File: src/rtl/seed_loader.sv
// seed_loader: host-side sequencer that streams 64-bit seeds into every
// (node, base) slot of the node random units and unloads them back.
module seed_loader #(
    parameter int node_num = 2,
    parameter int base_num = 4,
    parameter int base_log = (base_num > 1) ? $clog2(base_num) : 1,
    parameter int node_log = (node_num > 1) ? $clog2(node_num) : 1
) (
    input  logic                         clk,
    input  logic                         reset,
    input  logic                         start_wr,
    input  logic                         start_rd,
    input  logic                         s_valid,
    output logic                         s_ready,
    input  logic [63:0]                  s_data,
    output logic                         m_valid,
    input  logic                         m_ready,
    output logic [63:0]                  m_data,
    output logic [base_log-1:0]          base_id,
    output logic [node_num-1:0]          init,
    output logic [63:0]                  w_seed,
    output logic [node_num-1:0]          read,
    input  logic [node_num-1:0][63:0]    r_seed,
    output logic                         busy,
    output logic                         done
);

    typedef enum logic [2:0] {
        IDLE, WR, RD_ADDR, RD_READ, RD_CAP, RD_OUT
    } state_t;

    state_t                state_q;
    logic [base_log-1:0]   base_q, base_d;
    logic [node_log-1:0]   node_q, node_d;
    logic [63:0]           m_data_q;
    logic                  s_ready_q, m_valid_q, busy_q, done_q;
    logic [node_num-1:0]   node_oh;
    logic                  last;

    // slot-order successor: base is the inner index, node the outer one
    always_comb begin
        base_d = base_q + base_log'(1);
        node_d = node_q;
        last   = (base_q == base_log'(base_num - 1)) &&
                 (node_q == node_log'(node_num - 1));
        if (base_q == base_log'(base_num - 1)) begin
            base_d = '0;
            node_d = (node_q == node_log'(node_num - 1)) ? '0 : node_q + node_log'(1);
        end
        for (int i = 0; i < node_num; i++) begin
            node_oh[i] = (node_q == node_log'(i));
        end
    end

    // sequencer: state, slot counters, captured read data and status flags
    always_ff @(posedge clk) begin
        if (reset) begin
            state_q   <= IDLE;
            base_q    <= '0;
            node_q    <= '0;
            m_data_q  <= '0;
            s_ready_q <= 1'b0;
            m_valid_q <= 1'b0;
            busy_q    <= 1'b0;
            done_q    <= 1'b0;
        end else begin
            done_q <= 1'b0;
            unique case (state_q)
                IDLE: begin
                    if (start_wr) begin
                        state_q   <= WR;
                        s_ready_q <= 1'b1;
                        busy_q    <= 1'b1;
                        base_q    <= '0;
                        node_q    <= '0;
                    end else if (start_rd) begin
                        state_q <= RD_ADDR;
                        busy_q  <= 1'b1;
                        base_q  <= '0;
                        node_q  <= '0;
                    end
                end
                WR: begin
                    if (s_valid) begin
                        base_q <= base_d;
                        node_q <= node_d;
                        if (last) begin
                            state_q   <= IDLE;
                            s_ready_q <= 1'b0;
                            busy_q    <= 1'b0;
                            done_q    <= 1'b1;
                        end
                    end
                end
                RD_ADDR: state_q <= RD_READ;
                RD_READ: state_q <= RD_CAP;
                RD_CAP: begin
                    m_data_q  <= r_seed[node_q];
                    m_valid_q <= 1'b1;
                    state_q   <= RD_OUT;
                end
                RD_OUT: begin
                    if (m_ready) begin
                        m_valid_q <= 1'b0;
                        base_q    <= base_d;
                        node_q    <= node_d;
                        if (last) begin
                            state_q <= IDLE;
                            busy_q  <= 1'b0;
                            done_q  <= 1'b1;
                        end else begin
                            state_q <= RD_ADDR;
                        end
                    end
                end
                default: state_q <= IDLE;
            endcase
        end
    end

    // strobes decode from the registered state; init also needs the host beat
    always_comb begin
        init   = (s_ready_q && s_valid) ? node_oh : '0;
        w_seed = s_ready_q ? s_data : 64'd0;
        read   = (state_q == RD_READ) ? node_oh : '0;
    end

    assign s_ready = s_ready_q;
    assign m_valid = m_valid_q;
    assign m_data  = m_data_q;
    assign base_id = base_q;
    assign busy    = busy_q;
    assign done    = done_q;

endmodule
File: config.mk
export PLATFORM = sky130hd
export DESIGN_NAME = seed_loader
export DESIGN_NICKNAME = d
export VERILOG_FILES = /design/src/rtl/seed_loader.sv
export SDC_FILE = /design/constraint.sdc
export NUM_CORES = 1
export LEC_CHECK = 0
export ABC_AREA = 1
export BUFFER_PORTS_ARGS = -buffer_cell sky130_fd_sc_hd__buf_4
export CORE_AREA = 2 2 129 131
export DETAILED_ROUTE_END_ITERATION = 8
export DIE_AREA = 0 0 131 133
export HOLD_SLACK_MARGIN = 0.05
export PLACE_DENSITY = 0.55
export SYNTH_ARGS = -nofsm -noshare
export SYNTH_HDL_FRONTEND = slang
export SYNTH_SLANG_ARGS = --single-unit
File: constraint.sdc
create_clock -name clk -period 1.32 [get_ports clk]
set_clock_uncertainty 0.2 [all_clocks]
set_input_delay 0.132 -clock clk [delete_from_list [all_inputs] [get_ports clk]]
set_output_delay 0.132 -clock clk [all_outputs]
set_load 0.1 [all_outputs]
== Yosys cells after proc, flatten, opt, wreduce, memory -nomap -nowiden ==
Index checks and enable logic that the tools add are counted.
Word-level totals
  word-level logic and storage cells: 74
  register bits: 74
  output and inout bits: 138
  bits of input ports: 198
Cells by class
  order comparisons: 1
  reduce and logical (&&, ||, !) cells: 10
  $add $sub $neg: 2
  bitwise gates (word level): 1
  multiplexer cells: 41
  eq/ne operators: 11
Operator list (count)
  $mux 64: 3
  $mux 1: 18
  $pmux 3 s6: 1
  $mux 2: 8
  $mux 3: 5
  $reduce_and 4->1: 3
  $ne 2x2->1 const B: 4
  $eq 3x2->1 const B: 2
  $eq 3x3->1 const B: 2
  $pmux 1 s2: 3
  $pmux 1 s3: 2
  $pmux 2 s3: 1
  $reduce_bool 2->1: 2
  $eq 3x1->1 const B: 1
  $logic_not 3->1: 1
  $ne 3x3->1 const B: 1
  $reduce_bool 3->1: 1
  $add 2x1->2 const B: 1
  $eq 2x2->1 const B: 1
  $logic_and 1x1->1: 2
  $lt 1x2->1 const B: 1
  $reduce_and 2->1: 1
  $add 1x1->1 const B: 1
  $not 1->1: 1

== Depth between registers and ports, before layout ==
Gate-level depths: netlist of run 1.
  depth in word-level cells: 5
  depth in mapped cells: 9
  mapped depth without buffers: 9

== Least setup slack after synthesis of run 1 ==
Ideal clock, no wire load.
  kind: reg2out
  start: register s_ready_q, in the netlist s_ready
  end: output init[0]
  slack: -2.251 ns
  data required time: 0.988 ns
  data arrival time: 3.239 ns
  cell stages (with the launch flop): 3
  cells stage by stage: dfxtp_1 -> inv_1 -> nor3_1
Between the ends
  longest elaborated chain between the ends: 2
Ends and longest elaborated chain
  start, declared: line 36  | logic s_ready_q, m_valid_q, busy_q, done_q;
  start signal, assigned: line 62  | s_ready_q <= 1'b0;
  start signal, assigned: line 72  | s_ready_q <= 1'b1;
  start signal, assigned: line 89  | s_ready_q <= 1'b0;
  $logic_and 1x1->1: line 123  | init = (s_ready_q && s_valid) ? node_oh : '0;
  $mux 2: line 123
  end, declared: line 20  | output logic [node_num-1:0] init,
Every way passes these cells.

== Worst setup path in the final report of run 1 ==
  start: register state_q[1]
  end: register m_data_q[29], in the netlist m_data[29]
Between the ends
  longest elaborated chain between the ends: 1
Ends and longest elaborated chain
  start, declared: line 32  | state_t state_q;
  start signal, assigned: line 58  | state_q <= IDLE;
  start signal, assigned: line 71  | state_q <= WR;
  start signal, assigned: line 77  | state_q <= RD_ADDR;
  $eq 3x3->1: line 68  | unique case (state_q)
  end signal, assigned: line 98  | m_data_q <= r_seed[node_q];
  end, declared: line 35  | logic [63:0] m_data_q;
Every way passes these cells.
A chain may end at the register's enable or synchronous reset.

==> run metrics, run 1 <==
outcome=finished, violations left; failing checks=negative setup slack; All-Layer GR Usage=0.245; clock buffer depth=2; IO Pins=336; total power=0.0144 W; sequential fraction of the synthesis area=0.395; Worst Path Max Fanout=10; Synth cell types=24; most frequent cells in the layout=buf_4 (242), nand2_1 (182), dlygate4sd3_1 (132); post-synthesis cell count=573; Area Growth Syn to Fin=200%; FF+latch count, synth=74; warnings from Yosys=0; Die Width=131 um; vias in the first global route=6,363; drt pass-1 iters=4; design area=11,200 um2; row count=47; commonest non-fill, non-tap cell in the layout=buf_4; fillers=1,134; Vias=6,231; syn_area_per_cell=6.55 um2; Setup CP Type=flop to flop; final hold vios=0; clk sinks=74; Cells after DPL=1,113; initial drt markers=209; Initial Util=0.232; syn nets=772; Routed Antenna Nets=0; Final Util=0.695; Core Footprint=16,200 um2; detailed-placement wirelength estimate=12.6 mm; Tcrit/Tclk final=1.31; Worst path top cell family by delay=buffers and inverters; min cycle time layout=1730 ps; Fmax=577 MHz; number of max-cap violations=0; maximum VDD drop=0.625 mV; Post-Route WL=23.4 mm; # setup viols final=144; latest clock arrival within the worst-skew pair=330 ps; first-pass GRT wire length=33.1 mm; share of cells above drive strength 1=0.621; drt via density=4.75; Slew HR=0.761; PD cells=1280 nW/um2; crit start category=flop; CTS root buffer=clkbuf_16; HP Class=input pin to flop; RSZ-0062 raised after global routing=true; crit path cell chain=buf_6 > nor2_4 > nand2_8 > buf_12 > clkinv_8 > buf_12 > buf_12 > o21ai_1 > a31oi_1; crit-path most repeated cell=buf_12; initial antenna violation count=0; nets=1,285; CTS tree=done; chip height=133 um; Non-Filler Instances=1,311; H-tree depth=3; n_diodes=0; CP bufs+invs=5; die area=17,400 um2; Max stage delay on crit path=340 ps; cts bufs inserted=9; # port buffers=335; Placed Instance Area=7170 um2; data arrival time of the worst path=1780 ps; WL per Instance=17.8 um; Clk pin slew, worst setup/hold paths=60 ps; # DRC=0; Critical-path top delay cell=dfxtp_4; TNS Setup=-39,900 ps; post-synthesis cell area=3750 um2; Critical Path RT=1370 ps; GPL Wtd Cong=0.792; Max Transition Viols Final=0; Worst-Margin Slew=357 ps; pin count of the biggest net entering global routing=54; fin worst setup slack=-414 ps; Static Leak=4.69 nW; crit path capture type=flop; remaining global-route overflow=0
logic make-up (layout without fill, tap and decap cells):
| kind of cell | count (synthesis) | in the layout | share of synthesized area |
|---|---|---|---|
| and+or+nand+nor | 234 | 234 | 0.247 |
| adders and majority gates | 1 | 1 | 0.00334 |
| AOI/OAI and AO/OA | 143 | 143 | 0.214 |
| DFF | 74 | 74 | 0.395 |
| buffers and inverters | 121 | 639 | 0.140 |
report_power, final:
group / leakage (nW) / internal (W) / switching [W]
clock: 0.143 / 0.00147 / 0.00103
combinational: 3.91 / 0.00336 / 0.00588
sequential: 0.636 / 0.00248 / 0.000201
layout make-up:
cell class                 count  area [um2]  share of cell area
sequential                    74        1590               0.141
timing repair buffer         545        6090               0.542
clock inverter                 6        65.1             0.00579
multi-input combinational    378        2420               0.216
clock buffer                  10         229              0.0204
inverter                      77         554              0.0493
timing repair inverter         1        16.3             0.00145
tap                          220         275              0.0245
per-layer routing:
metal | part of all wire | GRT usage | up-vias | routed length, um
li1 | - | - | 2886 | -
met1 | 0.35 | 0.261 | 2962 | 8120
met2 | 0.53 | 0.449 | 314 | 12500
met3 | 0.079 | 0.0534 | 69 | 1840
met4 | 0.042 | 0.119 | 0 | 983
met5 | 0 | 0 | - | 0
through the flow:
stage	setup slack [ps]	hold slack [ps]
floorplan	-393	84.2
global placement	-136	182
CTS	-388	72.1
detailed placement	-154	181
global route	-429	107
finish	-414	87.6
worst paths after layout:
path,start,end,slack (ps),depth (start not counted)
worst min-delay path,reset,m_data[3],90,5
worst max register to register,state_q[1],m_data[29],-410,9
worst min register to register,m_valid,m_valid,310,2
worst max-delay path,state_q[1],m_data[29],-410,9
tightest hold or removal path, stage by stage:
cell,delay (ps)
buf_4,100
inv_2,50
buf_4,200
o21ai_2,70
a31oi_1,40
what timing repair did:
| action | in CTS | in global routing |
|---|---|---|
| gates cloned | 18 | 3 |
| endpoints found under the setup margin | 142 | 171 |
| hold buffers | 132 | 0 |
| pin swaps | 11 | 10 |
| setup buffers | 32 | 9 |
| hold endpoints to repair | 71 | 0 |
| resized for setup | 322 | 102 |
synthesized netlist by cell type:
master	count	area, um2
clkbuf_1	18	67.6
buf_6	7	78.8
inv_1	72	270
nand3_2	1	10.0
nor2_4	2	22.5
buf_2	16	80.1
a221oi_1	1	8.76
nand3_1	9	45.0
o21ai_0	12	60.1
a21oi_1	5	25.0
nand2_2	1	6.26
o21bai_1	1	7.51
nor3_1	4	20.0
a31oi_1	66	413
buf_1	3	11.3
and3_1	1	6.26
nor4_1	1	6.26
inv_2	5	18.8
nor2_2	1	6.26
dfxtp_1	74	1480
nand2_1	204	766
o21ai_1	58	290
ha_1	1	12.5
nor2_1	10	37.5
flip-flops by register name (all words and copies together), names as in the netlist:
signal and count:
base_id 2, busy 1, done 1, m_data 64
m_valid 1, node_q 1, s_ready 1, state_q 3
No activity file was read; power rests on OpenSTA's default activity.
==> inputs of run 2 (changes only) <==
- BUFFER_PORTS_ARGS: -buffer_cell sky130_fd_sc_hd__buf_4 -> -buffer_cell sky130_fd_sc_hd__buf_2
==> run 2 against run 1 <==
  * Die area stayed put
  * Critical endpoint is now w_seed[33]
  * The run still ends with negative setup slack left
  * Cell count is 0.61% higher
  * Via count is 2.9% higher
  * Sequential share of layout area is 0.84 points lower
  * Wire length is 9.1% higher
  * Global-route usage is 2.7 points higher
  * Core utilization is 4.4 points higher
  * Critical path depth is 4 lower
==> run metrics, run 2 (synthesized netlist as in run 1, its figures left out) <==
drt pass-1 iters=5 (was 4); # port buffers=335 (unchanged); Tcrit/Tclk final=1.28 (was 1.31); CTS root buffer=clkbuf_16 (unchanged); outcome=finished, violations left (unchanged); initial drt markers=304 (was 209); switching pwr=0.00748 W (was 0.00712 W); path depth of the worst reg2reg path=9 (unchanged); first-pass GRT wire length=36.4 mm (was 33.1 mm); Static Leak=4.93 nW (was 4.69 nW); Non-Filler Instances=1,319 (was 1,311); HP Class=input pin to flop (unchanged); Critical Path RT=990 ps (was 1370 ps); max reg flops=64 (unchanged); clock share of power=0.188 (was 0.174); Area Growth Syn to Fin=219% (was 200%); Die Width=131 um (unchanged); Comb pwr share=0.637 (was 0.641); GPL Wtd Cong=0.839 (was 0.792); # setup viols final=143 (was 144); Fmax=590 MHz (was 577 MHz); die area=17,400 um2 (unchanged); Worst-Margin Slew=341 ps (was 357 ps); commonest non-fill, non-tap cell in the layout=buf_2 (was buf_4); detailed-placement wirelength estimate=13.1 mm (was 12.6 mm); Vias=6,410 (was 6,231); crit start category=flop (unchanged); number of max-cap violations=0 (unchanged); Worst Path Max Fanout=8 (was 10); Clk pin slew, worst setup/hold paths=60 ps (about the same); Core Footprint=16,200 um2 (unchanged); Cells after DPL=1,118 (was 1,113); min cycle time layout=1700 ps (was 1730 ps); clock buffer depth=2 (unchanged); WL per Instance=19.4 um (was 17.8 um); clk sinks=74 (unchanged); initial antenna violation count=1 (was 0); PD cells=1320 nW/um2 (was 1280 nW/um2); All-Layer GR Usage=0.272 (was 0.245); CP startpoint=s_ready (was state_q[1]); reg2reg end=m_data[7] (was m_data[29]); failing checks=negative setup slack (unchanged); TNS Setup=-38,610 ps (was -39,900 ps); RSZ-0062 raised after global routing=true (unchanged); Post-Route WL=25.5 mm (was 23.4 mm); crit path capture type=output pin (was flop); drt via density=4.86 (was 4.75); Final Util=0.739 (was 0.695); sw frac=0.476 (was 0.493); # DRC=0 (unchanged); dpl ws=-126 ps (was -154 ps); Max Transition Viols Final=0 (unchanged); latest clock arrival within the worst-skew pair=340 ps (was 330 ps); remaining global-route overflow=0 (unchanged); internal power=0.00824 W (was 0.00731 W); Hold Path Origin=s_valid (was reset); fin worst setup slack=-375 ps (was -414 ps); Sequential Power Share=0.175 (was 0.186); Setup CP Type=flop to output pin (was flop to flop); Initial Util=0.232 (unchanged); reg-to-reg setup timing slack=-330 ps (was -410 ps); IO Pins=336 (unchanged); vias in the first global route=6,718 (was 6,363); nets=1,292 (was 1,285); CTS tree=done (unchanged); data arrival time of the worst path=1360 ps (was 1780 ps); chip height=133 um (unchanged); hold depth=5 (unchanged); pin count of the biggest net entering global routing=44 (was 54); FF-to-FF Start=state_q[0] (was state_q[1]); Slew HR=0.770 (was 0.761); cts bufs inserted=9 (unchanged); end of the worst hold path=state_q[1] (was m_data[3]); final hold vios=0 (unchanged); H-tree depth=3 (unchanged); row count=47 (unchanged); most frequent cells in the layout=buf_2 (197), buf_12 (163), nand2_1 (157) (was buf_4 (242), nand2_1 (182), dlygate4sd3_1 (132)); share of cells above drive strength 1=0.658 (was 0.621); maximum VDD drop=0.847 mV (was 0.625 mV); Routed Antenna Nets=0 (unchanged)
==> run 2: changes by cell type in the layout (fill, tap and decap cells not counted), moves of 17 or more <==
cell | before | now
buf_12 | 90 | 163
buf_2 | 0 | 197
buf_4 | 242 | 25
buf_6 | 61 | 16
nand2_1 | 182 | 157
nand2_4 | 11 | 28
==> run 2: cell type report <==
type	instances	area, um2
clock inverter	6	110
clock buffer	10	239
fill	954	4220
multi-input combinational	378	2750
sequential	74	1590
tap	220	275
timing repair buffer	552	6420
inverter	77	554
timing repair inverter	1	16.3
antenna	1	2.50
==> run 2: worst max-delay path by stage <==
stage and end:
2_1_floorplan w_seed[46], 3_3_place_gp m_data[59], 3_5_place_dp base_id[1], 4_1_cts init[0], 5_1_grt w_seed[55], 6_report w_seed[33]
==> run 2: stage by stage <==
step | hold WS, ps | instance area (um2) | power [W]
CTS | 74.4 | 11600 | 0.0152
global route | 142 | 12000 | 0.0163
floorplan | 84.2 | 4350 | 0.00781
global placement | 189 | 8460 | 0.0108
finish | 110 | 12000 | 0.0157
detailed placement | 195 | 8460 | 0.0109
==> run 2: metal layers <==
metal / GRT usage / share of wire / up-vias
met5: 0 / 0 / -
met4: 0.124 / 0.048 / 0
met3: 0.0764 / 0.097 / 99
met2: 0.493 / 0.52 / 411
met1: 0.288 / 0.34 / 2992
li1: - / - / 2908
==> run 2: power by group through the flow <==
stage	registers [W]	logic [W]	clock network (W)
2_1_floorplan	0.00384	0.00398	0
3_3_place_gp	0.00276	0.00809	0
3_5_place_dp	0.00277	0.00812	0
4_1_cts	0.00272	0.00954	0.00297
5_1_grt	0.00278	0.0104	0.00309
6_report	0.00276	0.0100	0.00295
==> run 2: repair_timing <==
action,4_1_cts,5_1_grt
cloned,23,1
hold buffers,132,0
endpoints found under the setup margin,141,145
pin swaps,12,11
gates resized for setup,147,94
hold endpoints to repair,72,0
setup buffers,37,7
==> run 2: critical path: stages (launching register included) <==
cell        delay, ps
dfxtp_4           410
buf_6             150
buf_16            150
nand2_2            70
clkinvlp_4         80
buf_12            170
==> inputs of run 3 (changes only) <==
- PLACE_DENSITY: 0.55 -> 0.53
- REMOVE_ABC_BUFFERS: unset -> 1
- clock period: 1.32 -> 1.75 ns (I/O delays scaled with it)
==> run 3 against run 2 <==
  * The flow now finishes without violations
  * Critical path type unchanged
  * Non-clock buffer count decreased by 70
  * Die area is the same
  * Global-route usage down 5.7 points
  * Combinational power fell by 45%
  * Cell count shrank 5.3%
  * Final area shrank 30%
  * First-iteration DRC count down 44%
  * Wire length shrank 21%
  * Core utilization is 22 points lower
  * Critical path depth down 1
  * Worst hold slack better by 13 ps
==> run metrics, run 3 (synthesized netlist as in run 1, its figures left out) <==
CTS tree=done (unchanged); Final Util=0.516 (was 0.739); Fmax=579 MHz; GPL Wtd Cong=0.796 (was 0.839); min cycle time layout=1730 ps; All-Layer GR Usage=0.215 (was 0.272); Slew HR=0.645 (was 0.770); path depth of the worst reg2reg path=6 (was 9); dpl ws=145 ps (was -126 ps); share of cells above drive strength 1=0.396 (was 0.658); Tcrit/Tclk final=0.986; chip height=133 um (unchanged); initial drt markers=169 (was 304); detailed-placement wirelength estimate=13.7 mm (was 13.1 mm); Setup Buffers After CTS=0 (was 37); Hold Path Origin=start_rd (was s_valid); Max Transition Viols Final=0 (unchanged); crit path capture type=output pin (unchanged); final hold vios=0 (unchanged); data arrival time of the worst path=1350 ps (was 1360 ps); Setup CP Type=flop to output pin (unchanged); # DRC=0 (unchanged); RSZ-0062 raised after global routing=true (unchanged); Initial Util=0.232 (unchanged); Sequential Power Share=0.212 (was 0.175); Area Growth Syn to Fin=123% (was 219%); hold_ws=122 ps (was 110 ps); internal power=0.00463 W (was 0.00824 W); Non-Filler Instances=1,249 (was 1,319); drt via density=4.52 (was 4.86); sw frac=0.505 (was 0.476); PD cells=1120 nW/um2 (was 1320 nW/um2); Die Width=131 um (unchanged); Worst Path Max Fanout=25 (was 8); nets=1,221 (was 1,292); initial antenna violation count=2 (was 1); Comb pwr share=0.584 (was 0.637); total power=0.00936 W (was 0.0157 W); most frequent cells in the layout=buf_2 (269), nand2_1 (203), dlygate4sd3_1 (132) (was buf_2 (197), buf_12 (163), nand2_1 (157)); Static Leak=4.37 nW (was 4.93 nW); outcome=finished clean (was finished, violations left); end of the worst hold path=state_q[1] (unchanged); row count=47 (unchanged); switching pwr=0.00473 W (was 0.00748 W); FF-to-FF Start=state_q[0] (unchanged); Vias=5,640 (was 6,410); Cells after DPL=1,097 (was 1,118); WL per Instance=16.2 um (was 19.4 um); Core Footprint=16,200 um2 (unchanged); cts bufs inserted=9 (unchanged); crit start category=flop (unchanged); Clk pin slew, worst setup/hold paths=60 ps (about the same); pin count of the biggest net entering global routing=65 (was 44); clk sinks=74 (unchanged); maximum VDD drop=0.416 mV (was 0.847 mV); remaining global-route overflow=0 (unchanged); # setup viols final=0 (was 143); Reg area=1490 um2 (was 1590 um2); Worst-Margin Slew=537 ps (was 341 ps); first-pass GRT wire length=28.6 mm (was 36.4 mm); number of max-cap violations=0 (unchanged); Post-Route WL=20.2 mm (was 25.5 mm); Critical Path RT=1370 ps (was 990 ps); fin worst setup slack=24.0 ps (was -375 ps); hold depth=5 (unchanged); H-tree depth=3 (unchanged); vias in the first global route=5,443 (was 6,718); clock buffer depth=2 (unchanged); Routed Antenna Nets=0 (unchanged); die area=17,400 um2 (unchanged); CTS root buffer=clkbuf_16 (unchanged); fillers=1,470 (was 954); max reg flops=64 (unchanged); reg-to-reg setup timing slack=130 ps (was -330 ps); reg2reg end=m_data[11] (was m_data[7]); IO Pins=336 (unchanged); multi-input logic area=1770 um2 (was 2750 um2); commonest non-fill, non-tap cell in the layout=buf_2 (unchanged); drt pass-1 iters=5 (unchanged); HP Class=input pin to flop (unchanged); # port buffers=335 (unchanged); latest clock arrival within the worst-skew pair=330 ps (was 340 ps); clock share of power=0.204 (was 0.188)
==> run 3: cell count changes in the layout (fill, tap and decap cells not counted), sizes merged <==
cell / before / now
clkinvlp: 64 / 3
inv: 14 / 78
bufinv: 3 / 1
diode: 1 / 2
buf: 419 / 348
clkinv: 3 / 0
clkbuf: 11 / 13
==> run 3: cell type report <==
cell class / count / area share
antenna: 2 / 0.000600
clock buffer: 11 / 0.0291
clock inverter: 5 / 0.00735
inverter: 77 / 0.0349
multi-input combinational: 378 / 0.212
sequential: 74 / 0.179
tap: 220 / 0.0330
timing repair buffer: 482 / 0.504
==> run 3: stage by stage <==
| step | TNS, ps | instance area, um2 |
|---|---|---|
| finish | 0 | 8350 |
| global route | -60.7 | 8350 |
| CTS | 0 | 8260 |
| detailed placement | 0 | 6610 |
| global placement | 0 | 6610 |
| floorplan | -186070 | 3510 |
==> run 3: worst max path at each step <==
stage	slack, ps	cells past startpoint	start	end
detailed placement	150	6	state_q[1]	m_data[57]
global placement	210	6	state_q[1]	m_data[57]
global route	-30	5	s_valid	init[1]
finish	20	4	s_ready	w_seed[36]
floorplan	-3400	2	node_q	init[1]
CTS	0.4	4	s_ready	w_seed[50]
==> run 3: worst max-delay path, cell delays in order, from the launching register on <==
cell and delay, ps:
dfxtp_4 420, clkbuf_16 230, nand2_1 80, inv_1 100, buf_12 180
==> run 3: power groups by stage <==
stage                     logic, W  registers, W  clock network, W
after floorplan            0.00236       0.00301                 0
after detailed placement   0.00514       0.00199                 0
after global placement     0.00514       0.00199                 0
after global routing       0.00574       0.00200           0.00203
after CTS                  0.00539       0.00197           0.00196
final                      0.00546       0.00198           0.00191
==> run 3: per-layer routing <==
metal,track usage,vias up,routed length [um]
li1,-,2746,-
met1,0.217,2556,7380
met2,0.394,296,10300
met3,0.0627,42,1810
met4,0.111,0,782
met5,0,-,0
==> run 3: repair_timing <==
item	4_1_cts	5_1_grt
setup endpoints to repair	28	54
pin swaps	1	0
hold endpoints to repair	71	0
gates cloned	0	2
hold buffers	132	0
gates resized for setup	12	25
